**config.mk**
```make
export PLATFORM = sky130hd
export DESIGN_NAME = rule_slice_packer
export DESIGN_NICKNAME = d
export VERILOG_FILES = /design/src/rtl/rule_slice_packer.sv
export SDC_FILE = /design/constraint.sdc
export NUM_CORES = 2
export LEC_CHECK = 0
export BUFFER_PORTS_ARGS = -buffer_cell sky130_fd_sc_hd__buf_4
export CAP_MARGIN = 10
export CORE_ASPECT_RATIO = 0.9
export CORE_MARGIN = 2
export CORE_UTILIZATION = 45
export DETAILED_ROUTE_END_ITERATION = 8
export SYNTH_ARGS = -nofsm -noshare
export SYNTH_HDL_FRONTEND = slang
export SYNTH_SLANG_ARGS = --single-unit
```
**constraint.sdc**
```tcl
create_clock -name clk -period 12.5 [get_ports clk]
set_input_delay 0.625 -clock clk [delete_from_list [all_inputs] [get_ports clk]]
set_output_delay 0.625 -clock clk [all_outputs]
set_load 0.01 [all_outputs]
```
**src/rtl/rule_slice_packer.sv**
```systemverilog
// Shadows every TCAM rule and turns each single-rule write into an 8-lane slice update.
// Update valid 10 cycles after accept; one update in flight. Optional readback: RULE_READBACK_EN.
module rule_slice_packer #(
  parameter int TCAM_DEPTH        = 32,
  parameter int TCAM_WIDTH        = 40,
  parameter int ADDR_WIDTH        = $clog2(TCAM_DEPTH),
  parameter int SLICEM_ADDR_WIDTH = ADDR_WIDTH - 3
) (
  input  logic                         clk,
  input  logic                         rst_n,
  input  logic                         rule_valid,
  output logic                         rule_ready,
  input  logic [ADDR_WIDTH-1:0]        rule_addr,
  input  logic [TCAM_WIDTH-1:0]        rule_data,
  input  logic [TCAM_WIDTH-1:0]        rule_keep,
  output logic                         upd_valid,
  input  logic                         upd_ready,
  output logic [TCAM_WIDTH*8-1:0]      upd_data,
  output logic [TCAM_WIDTH*8-1:0]      upd_keep,
  output logic [SLICEM_ADDR_WIDTH-1:0] upd_slice_sel,
  output logic                         done,
  output logic                         busy
`ifdef RULE_READBACK_EN
  ,
  input  logic                         rb_req,
  input  logic [ADDR_WIDTH-1:0]        rb_addr,
  output logic                         rb_ack,
  output logic [TCAM_WIDTH-1:0]        rb_data,
  output logic [TCAM_WIDTH-1:0]        rb_keep
`endif
);

  localparam int EW = 2 * TCAM_WIDTH;
  localparam logic [ADDR_WIDTH:0] INIT_LAST   = (ADDR_WIDTH+1)'(TCAM_DEPTH - 1);
  localparam logic [ADDR_WIDTH:0] GATHER_LAST = (ADDR_WIDTH+1)'(8);
  localparam logic [EW-1:0] DEFAULT_ENTRY = {{TCAM_WIDTH{1'b1}}, {TCAM_WIDTH{1'b0}}};

  typedef enum logic [2:0] {
    S_INIT,
    S_IDLE,
    S_GATHER,
    S_ISSUE,
    S_BUSY
  } state_t;

  state_t                       state_q, state_d;
  logic [ADDR_WIDTH:0]          cnt_q, cnt_d;
  logic [SLICEM_ADDR_WIDTH-1:0] slice_q, slice_d;
  logic [TCAM_WIDTH*8-1:0]      upd_data_q, upd_keep_q;
  logic [2:0]                   cap_lane;

  logic [EW-1:0]                mem [TCAM_DEPTH];
  logic [EW-1:0]                rd_q;
  logic                         ram_we;
  logic [ADDR_WIDTH-1:0]        ram_addr;
  logic [EW-1:0]                ram_wdata;

`ifdef RULE_READBACK_EN
  logic                         rb_ack_q, rb_ack_d;
`endif

  // Shadow store: one port shared by sweep, rule write, gather and readback.
  always_ff @(posedge clk) begin
    if (ram_we) begin
      mem[ram_addr] <= ram_wdata;
    end
    rd_q <= mem[ram_addr];
  end

  always_comb begin
    state_d   = state_q;
    cnt_d     = cnt_q;
    slice_d   = slice_q;
    ram_we    = 1'b0;
    ram_addr  = rule_addr;
    ram_wdata = {rule_keep, rule_data};
`ifdef RULE_READBACK_EN
    rb_ack_d  = 1'b0;
`endif
    case (state_q)
      S_INIT: begin
        ram_we    = 1'b1;
        ram_addr  = cnt_q[ADDR_WIDTH-1:0];
        ram_wdata = DEFAULT_ENTRY;
        cnt_d     = cnt_q + 1'b1;
        if (cnt_q == INIT_LAST) begin
          cnt_d   = '0;
          state_d = S_IDLE;
        end
      end
      S_IDLE: begin
        if (rule_valid) begin
          ram_we  = 1'b1;
          slice_d = rule_addr[ADDR_WIDTH-1:3];
          cnt_d   = '0;
          state_d = S_GATHER;
        end
`ifdef RULE_READBACK_EN
        else begin
          ram_addr = rb_addr;
          rb_ack_d = rb_req;
        end
`endif
      end
      S_GATHER: begin
        // Reads on counts 0..7, captures trail by one; count 8 is the last capture.
        ram_addr = {slice_q, cnt_q[2:0]};
        cnt_d    = cnt_q + 1'b1;
        if (cnt_q == GATHER_LAST) begin
          state_d = S_ISSUE;
        end
      end
      S_ISSUE: begin
        if (upd_ready) begin
          state_d = S_BUSY;
        end
      end
      S_BUSY: begin
        if (upd_ready) begin
          state_d = S_IDLE;
        end
      end
      default: state_d = S_INIT;
    endcase
  end

  assign cap_lane = cnt_q[2:0] - 3'd1;

  always_ff @(posedge clk) begin
    if (!rst_n) begin
      state_q    <= S_INIT;
      cnt_q      <= '0;
      slice_q    <= '0;
      upd_data_q <= '0;
      upd_keep_q <= '1;
    end else begin
      state_q <= state_d;
      cnt_q   <= cnt_d;
      slice_q <= slice_d;
      if (state_q == S_GATHER && cnt_q != '0) begin
        upd_data_q[cap_lane*TCAM_WIDTH +: TCAM_WIDTH] <= rd_q[TCAM_WIDTH-1:0];
        upd_keep_q[cap_lane*TCAM_WIDTH +: TCAM_WIDTH] <= rd_q[EW-1:TCAM_WIDTH];
      end
    end
  end

  assign rule_ready    = (state_q == S_IDLE);
  assign busy          = (state_q != S_IDLE);
  assign upd_valid     = (state_q == S_ISSUE);
  assign done          = (state_q == S_BUSY) && upd_ready;
  assign upd_data      = upd_data_q;
  assign upd_keep      = upd_keep_q;
  assign upd_slice_sel = slice_q;

`ifdef RULE_READBACK_EN
  always_ff @(posedge clk) begin
    if (!rst_n) begin
      rb_ack_q <= 1'b0;
    end else begin
      rb_ack_q <= rb_ack_d;
    end
  end

  assign rb_ack  = rb_ack_q;
  assign rb_data = rb_ack_q ? rd_q[TCAM_WIDTH-1:0] : '0;
  assign rb_keep = rb_ack_q ? rd_q[EW-1:TCAM_WIDTH] : '0;
`endif

endmodule

```
After elaboration in Yosys (flattened, before gate mapping)
Memories as Yosys holds them, arrays and structs flattened. A register that Yosys moved wholly into a read port is not among the register bits.
Index checks and enable logic that the tools add are counted.

storage, ports and cells
  memories kept = 1
  bits in writable memories = 2560
  register bits after elaboration = 651

memories
  memory  depth  width  read ports  clocked after Yosys merged registers in  wr ports  line  RTL
  mem     32     80     1           1                                        1         52    logic [EW-1:0] mem [TCAM_DEPTH];

operators by class
  equal/unequal tests = 12
  shift-type cells = 3
  mux-type cells = 17
  multiply operators = 1
  reduce and logical (&&, ||, !) cells = 8
  add/subtract/negate cells = 3

operators with widths
  operator                                                                   count
  320-bit bitwise mux                                                        2
  40-bit by 34-bit indexed part select with 320-bit output                   2
  40-bit by 34-bit variable shift with 320-bit output, first input constant  1
  80-bit two-way mux                                                         1
  9-bit negator with 34-bit output                                           1
  6-bit one-hot mux with 3 select lines                                      1
  3-bit two-way mux                                                          5
  3-bit one-hot mux with 5 select lines                                      1
  6-bit two-way mux                                                          2
  5-bit one-hot mux with 2 select lines                                      1
  2-bit inequality test, second input constant                               4
  6-bit by 1-bit adder with 6-bit output, second input constant              1
  3-bit by 2-bit == test with 1-bit output, second input constant            2
  6-bit by 4-bit == test with 1-bit output, second input constant            1
  6-bit by 5-bit == test with 1-bit output, second input constant            1
  3-bit by 3-bit multiplier with 6-bit output, second input constant         1
  6-bit nonzero test                                                         1
  5-bit AND reduction                                                        1
  2-bit AND reduction                                                        2
  3-bit by 1-bit == test with 1-bit output, second input constant            1
  3-bit == test, second input constant                                       1
  3-bit logical NOT                                                          1
  1-bit two-way mux                                                          3
  3-bit by 1-bit inequality test with 1-bit output, second input constant    1
  5 further kinds                                                            6

Logic depth before layout (Yosys ltp)
  word-level depth = 5
  gate-level depth with buffers = 25
  gate-level depth less buffers = 15

Least setup slack after synthesis
OpenSTA, ideal clock, no wires.

  kind = flip-flop to flip-flop
  from = register cnt_q[1]
  to = memory mem[13][0] in the netlist's numbering, enable pin
  clock period less this slack = 5.677 ns
  slack = 6.823 ns
  arrival = 5.157 ns
  library setup time = 0.519 ns
  cell stages (with the launch flop) = 10
  path through = dfxtp_1 > buf_4 > and2b_4 > nand2_1 > nand2_1 > buf_6 > clkbuf_1 > clkbuf_1 > nand2_1 > nor2_1

on the way
  word-level cells in the longest chain between the ends = 1

ends and longest elaborated chain
  element                                line  RTL
  start, declared                        47    logic [ADDR_WIDTH:0] cnt_q, cnt_d;
  start signal, assigned                 138   cnt_q <= cnt_d;
  5-bit one-hot mux with 2 select lines  80    case (state_q)
  end, declared                          52

No other way between the ends.

Worst setup path in the final report
  from = register cnt_q[1]
  to = register upd_keep_q[294], in the netlist upd_keep[294]

on the way
  word-level cells in the longest chain between the ends = 5
  elaborated cells on any way between the ends = 8

ends and longest elaborated chain
  element                                                                                                                          line  RTL
  3-bit by 1-bit subtractor with 3-bit output                                                                                      127   assign cap_lane = cnt_q[2:0] - 3'd1;
  3-bit by 3-bit multiplier with 6-bit output                                                                                      142   upd_keep_q[cap_lane*TCAM_WIDTH +: TCAM_WIDTH] <= rd_q[EW-1:TCAM_WIDTH];
  9-bit negator with 34-bit output                                                                                                 142
  40-bit by 34-bit indexed part select with 320-bit output or 40-bit by 34-bit variable shift with 320-bit output (tied branches)  142
  320-bit bitwise mux                                                                                                              142
  end signal, assigned by index                                                                                                    142
  end, declared                                                                                                                    49    logic [TCAM_WIDTH*8-1:0] upd_data_q, upd_keep_q;

Parallel ways exist; a longest one is shown, timed or not.
A chain may end at the register's enable or synchronous reset.

==> results by group <==
Floorplanning
  – Die width: approximately 560 µm
  – Row Count: approximately 180
  – Starting density of the core: a little under half
  – I/O pin cnt: 735
  – Die ar.: 283000 µm²
  – Die Y: 505 µm
  – Core area: between 200000 and 300000 µm²

Logic synthesis
  – Share of the synthesized area in the top cell type: roughly three fifths
  – Count of different cell masters after synthesis: 98
  – Sequential fraction of the synthesis area: roughly 73%
  – Async S/R FF share, synth: 0%
  – Yosys warning total: 0
  – Ys flop type: edfxtp_1
  – Top cells by area, synth: edfxtp_1, dfxtp_1, a221oi_1
  – Synthesis-stage register bit count: ~3300
  – Syn nets: roughly 8500
  – Post-synth EDFFs: roughly 2600
  – Syn Area/Cell: around 15 µm²
  – Post-synth top area cell: edfxtp_1
  – Cell Area, Synth: between 100000 and 150000 µm²
  – Post-Synthesis Cells: 8387

Timing
  – Max Slew Vio Count: 0
  – RSZ-0062 raised after global routing: false
  – Setup_tns: 0 ps
  – Hold Fails Final Rpt: 0
  – Slew headroom: between 10% and 20%
  – Worst slew pin tran: 1310 ps
  – Final setup vio count: 0
  – Fmax: about 160 MHz
  – Final min period: around 6300 ps
  – Final clock skew: 79.4 ps
  – Tcrit/Tclk final: around 50%

GRT
  – Total GRT Usage: 32.0%
  – Largest net degree at the start of global routing: 202
  – Initial antenna violation count: 41
  – First-pass GRT wire length: between 600000 and 700000 µm
  – Total gr overflow: 0
  – Vias in the first global route: approximately 80000

Route
  – Post-DRT Antenna Nets: 0
  – Routed vias: 84300
  – DRC: 0
  – DRT iter0 DRCs: 11900
  – Final wirelength: 468000 µm
  – Wire per inst: ~36 µm
  – Via/cell ratio: 6.52
  – First-pass iteration count of the detailed router: 6

CTS
  – Postcts setup bufs: 0
  – # clock sinks: about 3300
  – Hold-fix buffers, CTS: 0
  – Later-pin clock latency in the skew report: 910 ps
  – Cts repair resizes: 0
  – Num CTS Buffers: 339
  – Deepest clock path buffer count: 4
  – H-tree depth: 5
  – Worst-path clk slew: 70 ps
  – Clock root cell: clkbuf_16
  – CTS tree: yes

Min path
  – WHS Endpoint: upd_slice_sel[0]
  – Worst min path class: in2reg
  – HP Start: rule_addr[3]
  – Hold-critical path depth: 3

Placed design
  – # port buffers: 734
  – Final GP Congestion: 0.955
  – Hpwl dp: 279000 µm

Final layout
  – Register area: 91500 µm²
  – Layout cells sized above 1: about 18%
  – Fillcell total: 23000
  – Multi-input logic area: 30900 µm²
  – Final design utilization: 52.6%
  – Layout area overhead: 16.0%
  – Final #Nets: 9054

Power and ir drop
  – Maximum VDD drop: between 0.0001 and 0.00015 V
  – Lkg Pwr: 49.4 nW
  – Pwr dens: between 150 and 200 nW/µm²

Worst setup path
  – Critical Path Start Type: flip-flop
  – Reg-to-reg startpoint: cnt_q[1]
  – CP required: 13290 ps
  – WP data arrival: 7040 ps
  – FF-to-FF End: upd_keep[294]
  – Crit Path Class: reg2reg
  – R2r worst-path depth: 13
  – Crit path capture type: flip-flop
  – R2r setup slk: 6250 ps
  – Critical Path Fanout Max: 70

Run status
  – Outcome: completed

Job
  – Max cap viols: 0
==> layer usage <==
layer	part of all wire, %	wire, µm	global-route usage, %
met2	46	215000	50.0
met1	39	182000	43.2
met5	0.033	153	0
met4	5.1	23900	14.3
met3	9.9	46600	6.63
==> cell usage after synthesis (13+ instances only) <==
cell,n
edfxtp_1,2560
dfxtp_1,731
a221oi_1,672
a22o_1,656
nand2_1,559
clkbuf_1,415
o22ai_1,396
nor2_1,244
buf_2,234
nand3_1,207
mux2i_1,180
o21ai_0,172
a21oi_1,115
nor2b_1,101
o211ai_1,100
o211a_1,98
o21ai_1,96
nor3b_1,93
or4_1,80
a22oi_1,65
or2_2,48
a31oi_1,41
and3_1,38
a211oi_1,33
buf_1,32
inv_1,28
buf_4,27
mux2_2,27
o221ai_1,24
buf_6,23
nor3_1,18
o2bb2ai_1,18
o221a_2,16
and2_1,14
nand2b_1,14
a21boi_0,13
==> report_power, final <==
part	total [mW]	switching [mW]	internal [mW]	leakage, nW
logic	2.71	1.95	0.765	15.8
registers	12.0	0.225	11.8	28.4
clock network	9.88	4.26	5.62	5.25
==> cells in the final DEF (no fill, tap or decap), types with 24 or more instances in the layout <==
master,instances
a211oi_1,31
a21oi_1,115
a221oi_1,672
a22o_1,656
a22oi_1,65
a31oi_1,41
and3_1,38
buf_4,939
clkbuf_1,80
clkbuf_16,345
clkinv_1,49
clkinv_2,55
dfxtp_1,730
edfxtp_1,2560
inv_1,28
mux2_2,27
mux2i_1,180
nand2_1,556
nand3_1,203
nor2_1,210
nor2_4,34
nor2b_1,61
nor2b_2,40
nor3b_1,93
o211a_1,98
o211ai_1,100
o21ai_0,172
o21ai_1,93
o221ai_1,24
o22ai_1,395
or2_2,48
or4_1,80
==> worst max-delay path: stages (launching register included) <==
cell       delay (ps)
dfxtp_1           800
inv_1             300
ha_4              250
xor2_1            160
ha_1              550
inv_1             130
ha_4              400
buf_4             390
inv_2             170
buf_4             650
nand3_1           980
a21oi_1           760
nand2b_1          400
a2bb2oi_1         190
==> cells by family (layout without fill, tap and decap cells) <==
group,count (synthesis),in the layout,synth area share [%]
compound gates,2616,2616,16.3
other cells,0,17,0
fa+ha+maj,9,9,0.0899
simple gates,1485,1485,5.87
xor+xnor,10,10,0.0759
mux,216,216,1.84
buf+inv,760,1589,2.73
flops,3291,3291,73.1
==> worst max path at each step <==
| stage | slack [ps] | to | startpoint |
|---|---|---|---|
| 3_3_place_gp | 6600 | upd_keep[293] | cnt_q[1] |
| 6_report | 6250 | upd_keep[294] | cnt_q[1] |
| 3_5_place_dp | 6460 | upd_keep[292] | cnt_q[1] |
| 2_1_floorplan | 6820 | mem[13][0] | cnt_q[1] |
| 4_1_cts | 6400 | upd_keep[288] | cnt_q[1] |
| 5_1_grt | 5990 | upd_keep[295] | cnt_q[1] |
==> state kept, by name, indices dropped and copies added (netlist names) <==
signal / flops
rd_q: 80
upd_slice_sel: 2
upd_data: 320
cnt_q: 6
upd_keep: 320
mem: 2560
state_q: 3
==> stage by stage <==
step	area, µm²	std cells	power (mW)	hold slack (ps)	setup slack, ps
2_1_floorplan	125000	8387	13.6	473	6820
3_3_place_gp	134000	12300	14.8	443	6600
3_5_place_dp	134000	12300	14.8	446	6460
4_1_cts	145000	12900	24.6	22.1	6400
5_1_grt	145000	12900	25.1	73.2	5990
6_report	145000	12900	24.6	70.1	6250
==> cell type report <==
cell class | count | share of cell area [%]
diodes | 17 | 0.0293
clock buffers | 448 | 6.36
clock inverters | 153 | 0.991
inverters | 29 | 0.0749
multi-input cells | 4336 | 21.3
flip-flops and latches | 3291 | 63.0
well taps | 3700 | 3.18
repair buffers | 959 | 5.13
No activity file was read; power rests on OpenSTA's default activity.
